==> config.mk <==
export PLATFORM = sky130hd
export DESIGN_NAME = prog_mem_loader_flat
export DESIGN_NICKNAME = d
export VERILOG_FILES = /design/src/rtl/prog_mem_loader_if.sv /design/src/rtl/prog_mem_loader.sv /design/src/flat_wrapper.sv
export SDC_FILE = /design/constraint.sdc
export NUM_CORES = 1
export LEC_CHECK = 0
export BUFFER_PORTS_ARGS = -buffer_cell sky130_fd_sc_hd__buf_4
export CAP_MARGIN = 20
export CORE_UTILIZATION = 40
export DETAILED_ROUTE_END_ITERATION = 7
export PLACE_DENSITY = 0.56
export SYNTH_ARGS = -nofsm -noshare
export SYNTH_HDL_FRONTEND = slang
export SYNTH_SLANG_ARGS = --single-unit
export TNS_END_PERCENT = 10
==> constraint.sdc <==
create_clock -name clk -period 3.33 [get_ports clk]
set_input_delay 0.1665 -clock clk [delete_from_list [all_inputs] [get_ports clk]]
set_output_delay 0.1665 -clock clk [all_outputs]
set_load 0.02 [all_outputs]
==> src/rtl/prog_mem_loader_if.sv <==
// ============================================================================
// Module   : prog_mem_loader_if
// Brief    : CPU fetch port and byte-stream loader port of the program memory.
// Revision : 1.0
// ============================================================================
`default_nettype none

interface prog_mem_loader_if;
    logic [3:0] cpu_addr;
    logic [7:0] cpu_data;
    logic       cpu_n_reset;
    logic       load_start;
    logic [4:0] load_len;
    logic       wr_valid;
    logic [7:0] wr_data;
    logic       wr_ready;
    logic       busy;
    logic       done;
    logic       err;

    // master: CPU plus host link; slave: the loader that owns the memory
    modport master (
        output cpu_addr, load_start, load_len, wr_valid, wr_data,
        input  cpu_data, cpu_n_reset, wr_ready, busy, done, err
    );

    modport slave (
        input  cpu_addr, load_start, load_len, wr_valid, wr_data,
        output cpu_data, cpu_n_reset, wr_ready, busy, done, err
    );
endinterface

`default_nettype wire

==> src/rtl/prog_mem_loader.sv <==
// ============================================================================
// Module   : prog_mem_loader
// Brief    : 16x8 program memory shared by CPU fetch and a byte-stream loader;
//            holds the CPU in reset while a program loads. Optional trailing
//            checksum byte enabled by macro PROG_LOADER_CHECKSUM_EN.
// Revision : 1.0
// ============================================================================
`default_nettype none

module prog_mem_loader #(
    parameter int DEPTH       = 16,
    parameter int WIDTH       = 8,
    parameter int HOLD_CYCLES = 2
) (
    input  logic              clk,
    input  logic              reset,
    prog_mem_loader_if.slave  bus
);

    localparam logic [3:0] C_HOLD_LAST = 4'(HOLD_CYCLES - 1);
    localparam logic [4:0] C_MAX_LEN   = 5'd16;

    typedef enum logic [2:0] {
        ST_HOLD  = 3'd0,
        ST_RUN   = 3'd1,
        ST_LOAD  = 3'd2,
        ST_CHECK = 3'd3,
        ST_ERROR = 3'd4
    } state_t;

    state_t           state_q, state_d;
    logic [WIDTH-1:0] mem_q [DEPTH];
    logic [3:0]       hold_cnt_q;
    logic [3:0]       idx_q;
    logic [4:0]       len_q;
    logic [7:0]       sum_q;
    logic             cpu_n_reset_q;
    logic             wr_ready_q;
    logic             done_q;

    logic             w_xfer;
    logic             w_last_byte;
    logic [4:0]       w_len_clamped;

    assign w_xfer      = bus.wr_valid & wr_ready_q;
    assign w_last_byte = ({1'b0, idx_q} == (len_q - 5'd1));

    // A zero or oversize length loads the whole memory
    always_comb begin
        w_len_clamped = bus.load_len;
        if (bus.load_len == 5'd0 || bus.load_len > C_MAX_LEN) begin
            w_len_clamped = C_MAX_LEN;
        end
    end

    always_comb begin
        state_d = state_q;
        case (state_q)
            ST_HOLD: begin
                if (bus.load_start) begin
                    state_d = ST_LOAD;
                end else if (hold_cnt_q == C_HOLD_LAST) begin
                    state_d = ST_RUN;
                end
            end
            ST_RUN: begin
                if (bus.load_start) begin
                    state_d = ST_LOAD;
                end
            end
            ST_LOAD: begin
                if (w_xfer && w_last_byte) begin
`ifdef PROG_LOADER_CHECKSUM_EN
                    state_d = ST_CHECK;
`else
                    state_d = ST_HOLD;
`endif
                end
            end
`ifdef PROG_LOADER_CHECKSUM_EN
            ST_CHECK: begin
                if (w_xfer) begin
                    state_d = (bus.wr_data == sum_q) ? ST_HOLD : ST_ERROR;
                end
            end
            ST_ERROR: begin
                if (bus.load_start) begin
                    state_d = ST_LOAD;
                end
            end
`endif
            default: state_d = ST_HOLD;
        endcase
    end

`ifdef PROG_LOADER_CHECKSUM_EN
    logic err_q;
`endif

    always_ff @(posedge clk) begin
        if (reset) begin
            for (int i = 0; i < DEPTH; i++) begin
                mem_q[i] <= '0;
            end
            state_q       <= ST_HOLD;
            hold_cnt_q    <= 4'd0;
            idx_q         <= 4'd0;
            len_q         <= 5'd0;
            sum_q         <= 8'd0;
            cpu_n_reset_q <= 1'b0;
            wr_ready_q    <= 1'b0;
            done_q        <= 1'b0;
`ifdef PROG_LOADER_CHECKSUM_EN
            err_q         <= 1'b0;
`endif
        end else begin
            state_q       <= state_d;
            cpu_n_reset_q <= (state_d == ST_RUN);
            wr_ready_q    <= (state_d == ST_LOAD) || (state_d == ST_CHECK);
            done_q        <= 1'b0;
            hold_cnt_q    <= (state_q == ST_HOLD && state_d == ST_HOLD) ?
                             hold_cnt_q + 4'd1 : 4'd0;

            if (state_d == ST_LOAD && state_q != ST_LOAD) begin
                len_q <= w_len_clamped;
                idx_q <= 4'd0;
                sum_q <= 8'd0;
            end

            if (state_q == ST_LOAD && w_xfer) begin
                mem_q[idx_q] <= bus.wr_data;
                idx_q        <= idx_q + 4'd1;
                sum_q        <= sum_q + bus.wr_data;
`ifndef PROG_LOADER_CHECKSUM_EN
                if (w_last_byte) begin
                    done_q <= 1'b1;
                end
`endif
            end

`ifdef PROG_LOADER_CHECKSUM_EN
            // Checksum byte is compared only, never stored
            if (state_q == ST_CHECK && w_xfer) begin
                if (bus.wr_data == sum_q) begin
                    done_q <= 1'b1;
                end else begin
                    err_q <= 1'b1;
                end
            end
            if (state_q == ST_ERROR && bus.load_start) begin
                err_q <= 1'b0;
            end
`endif
        end
    end

    assign bus.cpu_data    = mem_q[bus.cpu_addr];
    assign bus.cpu_n_reset = cpu_n_reset_q;
    assign bus.wr_ready    = wr_ready_q;
    assign bus.done        = done_q;
    assign bus.busy        = (state_q == ST_HOLD) || (state_q == ST_LOAD) ||
                             (state_q == ST_CHECK);
`ifdef PROG_LOADER_CHECKSUM_EN
    assign bus.err         = err_q;
`else
    assign bus.err         = 1'b0;
`endif

endmodule

`default_nettype wire

==> src/flat_wrapper.sv <==
// flat-port wrapper written by rule: the top's interface ports become plain ports
module prog_mem_loader_flat 
#(
    parameter int DEPTH       = 16,
    parameter int WIDTH       = 8,
    parameter int HOLD_CYCLES = 2
)
  (clk, reset, bus_cpu_addr, bus_load_start, bus_load_len, bus_wr_valid, bus_wr_data, bus_cpu_data, bus_cpu_n_reset, bus_wr_ready, bus_busy, bus_done, bus_err);
  prog_mem_loader_if bus_i ();
  input  logic clk;
  input  logic reset;
  input wire logic [$bits(bus_i.cpu_addr)-1:0] bus_cpu_addr;
  input wire logic [$bits(bus_i.load_start)-1:0] bus_load_start;
  input wire logic [$bits(bus_i.load_len)-1:0] bus_load_len;
  input wire logic [$bits(bus_i.wr_valid)-1:0] bus_wr_valid;
  input wire logic [$bits(bus_i.wr_data)-1:0] bus_wr_data;
  output wire logic [$bits(bus_i.cpu_data)-1:0] bus_cpu_data;
  output wire logic [$bits(bus_i.cpu_n_reset)-1:0] bus_cpu_n_reset;
  output wire logic [$bits(bus_i.wr_ready)-1:0] bus_wr_ready;
  output wire logic [$bits(bus_i.busy)-1:0] bus_busy;
  output wire logic [$bits(bus_i.done)-1:0] bus_done;
  output wire logic [$bits(bus_i.err)-1:0] bus_err;
  assign bus_i.cpu_addr = bus_cpu_addr;
  assign bus_i.load_start = bus_load_start;
  assign bus_i.load_len = bus_load_len;
  assign bus_i.wr_valid = bus_wr_valid;
  assign bus_i.wr_data = bus_wr_data;
  assign bus_cpu_data = bus_i.cpu_data;
  assign bus_cpu_n_reset = bus_i.cpu_n_reset;
  assign bus_wr_ready = bus_i.wr_ready;
  assign bus_busy = bus_i.busy;
  assign bus_done = bus_i.done;
  assign bus_err = bus_i.err;
  prog_mem_loader #(.DEPTH(DEPTH), .WIDTH(WIDTH), .HOLD_CYCLES(HOLD_CYCLES)) u_core (.clk(clk), .reset(reset), .bus(bus_i));
endmodule
==> reports/metrics.cfg <==
[grt]
grt_max_degree = 33
antenna_found_initial = 0
grt_pass1_wl_um = 25000
grt_pass1_vias = 3905
track_usage_pct = 19.9
gr-total-overflow = 0

[sta]
worstMarginPinSlew_ps = 832
timing.setup.tns_ps = 0
rsz0062_at_grt = false
hold_viol_final = 0
finalMaxSlewViolations = 0
min_period_ps = 2290
finalSetupViolCount = 0
fmax_mhz = 437
holdWs_ps = 43.6
timing.slew.headroom_pct = 44.1
timing.final.crit_share_pct = 68.8
fin_skew_ps = 4.91

[critical_path]
cp-end-kind = flop
critPathArrivalTime_ps = 2370
cp.required_ps = 3410
worstPathMaxFanout = 9
rr_worst_depth = 4
rr_endpoint = u_core.mem_q[3][1]$_SDFFCE_PN0P_
reg2reg_from = u_core.state_q[1]$_SDFF_PP0_
reg2reg_setup_slack_ps = 1040
criticalPathCategory = reg2reg
worstSetupStartpointType = flop
startpoint = u_core.state_q[1]$_SDFF_PP0_

[detailed_routing]
antenna_left = 0
drt-wirelength-per-cell_um = 22.7
drcViolationCount = 0
vias = 3913
dr.pass1.iters = 4
vias_per_cell = 5.33
wl_um = 16600
drt-initial-drc-count = 325

[clocking]
cts_num_sinks = 147
cts.root.buffer_cell = clkbuf_16
numCtsBuffers = 17
cts_tree = yes
clockBufferDepth = 2
clock_latency_ps = 420
cts-htree-levels = 4
clk_pin_slew_worst_paths_ps = 60

[synthesis]
synthMuxAreaShare_pct = 13.7
synthXorXnorAreaFrac_pct = 1.13
yosysUniqueCellTypes = 44
yosysSeqAreaShare_pct = 60.6
synthesis.area_um2 = 6970
synth_compound_area_share_pct = 1.81
yosys.area_share.adder_pct = 1.44
synth_seq_cells = 147
synth-edff-count = 128
syn_inst = 469
synth.avg_cell_area_um2 = 14.9
ys.warnings.count = 0
synth_ff_type = edfxtp_1
yosys.area_share.simple_pct = 18.8
synth_top_family_by_area = simple AND/OR/NAND/NOR gates
synthArstFlopShare_pct = 0

[status]
status = finished, final reports clean

[final_layout]
layout-drive-gt1-share_pct = 22.4
diodes = 0
final_area_um2 = 8070
post-route-util_pct = 48.0
finalNetCount = 530
syn2layout_area_growth_pct = 15.8

[min_path]
hold_path_end = u_core.len_q[2]$_SDFFE_PP0P_
hold_path.class = in2reg
min_from = bus_load_len[2]
min_path_cells = 3

[die]
core_area_um2 = 16800
ios = 34
initial_core_util_pct = 41.5
chipWidth_um = 134
dieArea_um2 = 18000
rows = 47
die_h_um = 134

[placed_design]
placed_cell_area_um2 = 7380
port_buffers = 32
gp_congestion = 0.784
place_hpwl_um = 11200

[job]
maxCapViolations = 0

[power]
p_leak_nw = 3.04
ir_worst_vdd_uv = 381
p_per_area_nw_per_um2 = 570

-- stage by stage --
step | cells | setup slack (ps) | power (mW)
after floorplan | 470 | 1310 | 2.29
final | 734 | 1040 | 4.60
after detailed placement | 701 | 1020 | 2.41
after global placement | 701 | 1090 | 2.41
after CTS | 734 | 1030 | 4.63
after global routing | 734 | 812 | 4.72
-- registers in the layout (all words and copies together), names as in the netlist --
signal / count
u_core.hold_cnt_q: 4
u_core.mem_q: 128
u_core.idx_q: 4
u_core.state_q: 3
u_core.bus.wr_ready: 1
u_core.len_q: 5
u_core.bus.done: 1
u_core.bus.cpu_n_reset: 1
-- per-layer routing --
layer	up-vias	part of all wire, %	global-route usage [%]
li1	1797	-	-
met1	1983	44	27.0
met2	119	48	31.2
met3	14	6.5	5.86
met4	0	1.0	5.06
met5	-	0	0
-- cell usage after synthesis, types with 2 or more instances --
cell	n	area share, %
xnor2_1	7	0.88
nand2_1	6	0.32
and3b_1	2	0.25
nor3b_1	4	0.43
mux4_1	14	5.3
buf_2	3	0.22
nand3_1	7	0.50
or3_1	3	0.27
or2_2	15	1.3
buf_1	3	0.16
ha_1	8	1.4
inv_1	8	0.43
and2_1	128	11
nor2_4	3	0.48
edfxtp_1	128	55
nor3_1	10	0.72
nor2_1	19	1.0
xor2_1	2	0.25
mux4_2	26	8.4
nand2b_1	5	0.45
dfxtp_1	19	5.5
buf_6	2	0.32
a21oi_1	13	0.93
clkbuf_1	14	0.75
-- cells by family (layout without fill, tap and decap cells) --
logic type      count (synthesis)  after routing
simple gates                  212            212
flops                         147            147
mux                            40             40
buf+inv                        33             77
compound gates                 19             19
xor+xnor                        9              9
fa+ha+maj                       8              8
other cells                     1              2
-- cells in the final DEF (no fill, tap or decap), drive strengths merged, types with 7 or more instances in the layout --
cell	count
buf	36
nor2	22
nor3	11
a21oi	13
nand3	7
xnor2	7
clkbuf	17
or2	16
ha	8
and2	128
edfxtp	128
dfxtp	19
mux4	40
inv	10
bufinv	7
-- area by class of cell --
type                            count  area (um^2)
Fill cell                        1498         8740
Sequential cell                   147         4220
Multi-Input combinational cell    290         2580
Clock buffer                       17          425
Timing Repair Buffer               37          280
Tap cell                          220          275
Clock inverter                     15          259
Inverter                            8         30.0
-- timing repair --
item | 4_1_cts | 5_1_grt
setup endpoints to repair | 0 | 0
resized for setup | 0 | 0
hold endpoints to repair | 2 | 0
hold buffers | 1 | 0
buffers inserted | 0 | 0
-- worst max-delay path by stage --
stage | slack (ps) | endpoint | cells after the start
after floorplan | 1310 | u_core.mem_q[3][0]$_SDFFCE_PN0P_ | 4
after global placement | 1090 | u_core.mem_q[3][5]$_SDFFCE_PN0P_ | 4
after detailed placement | 1020 | u_core.mem_q[3][4]$_SDFFCE_PN0P_ | 4
after CTS | 1030 | u_core.mem_q[3][2]$_SDFFCE_PN0P_ | 4
after global routing | 810 | u_core.mem_q[0][6]$_SDFFCE_PN0P_ | 4
final | 1040 | u_core.mem_q[3][1]$_SDFFCE_PN0P_ | 4
-- worst max-delay path, cell delays in order, from the launching register on --
cell      delay [ps]
dfxtp_1          470
nand4b_4         160
or4b_4           590
nor3_4           320
or2_1            400
-- power breakdown --
part	internal, mW	leakage, nW	switching (mW)
sequential	2.05	1.48	0.0290
clock	1.48	0.336	0.755
combinational	0.121	1.22	0.163
total	3.65	3.04	0.947
Power figures use the tool's default switching activity.
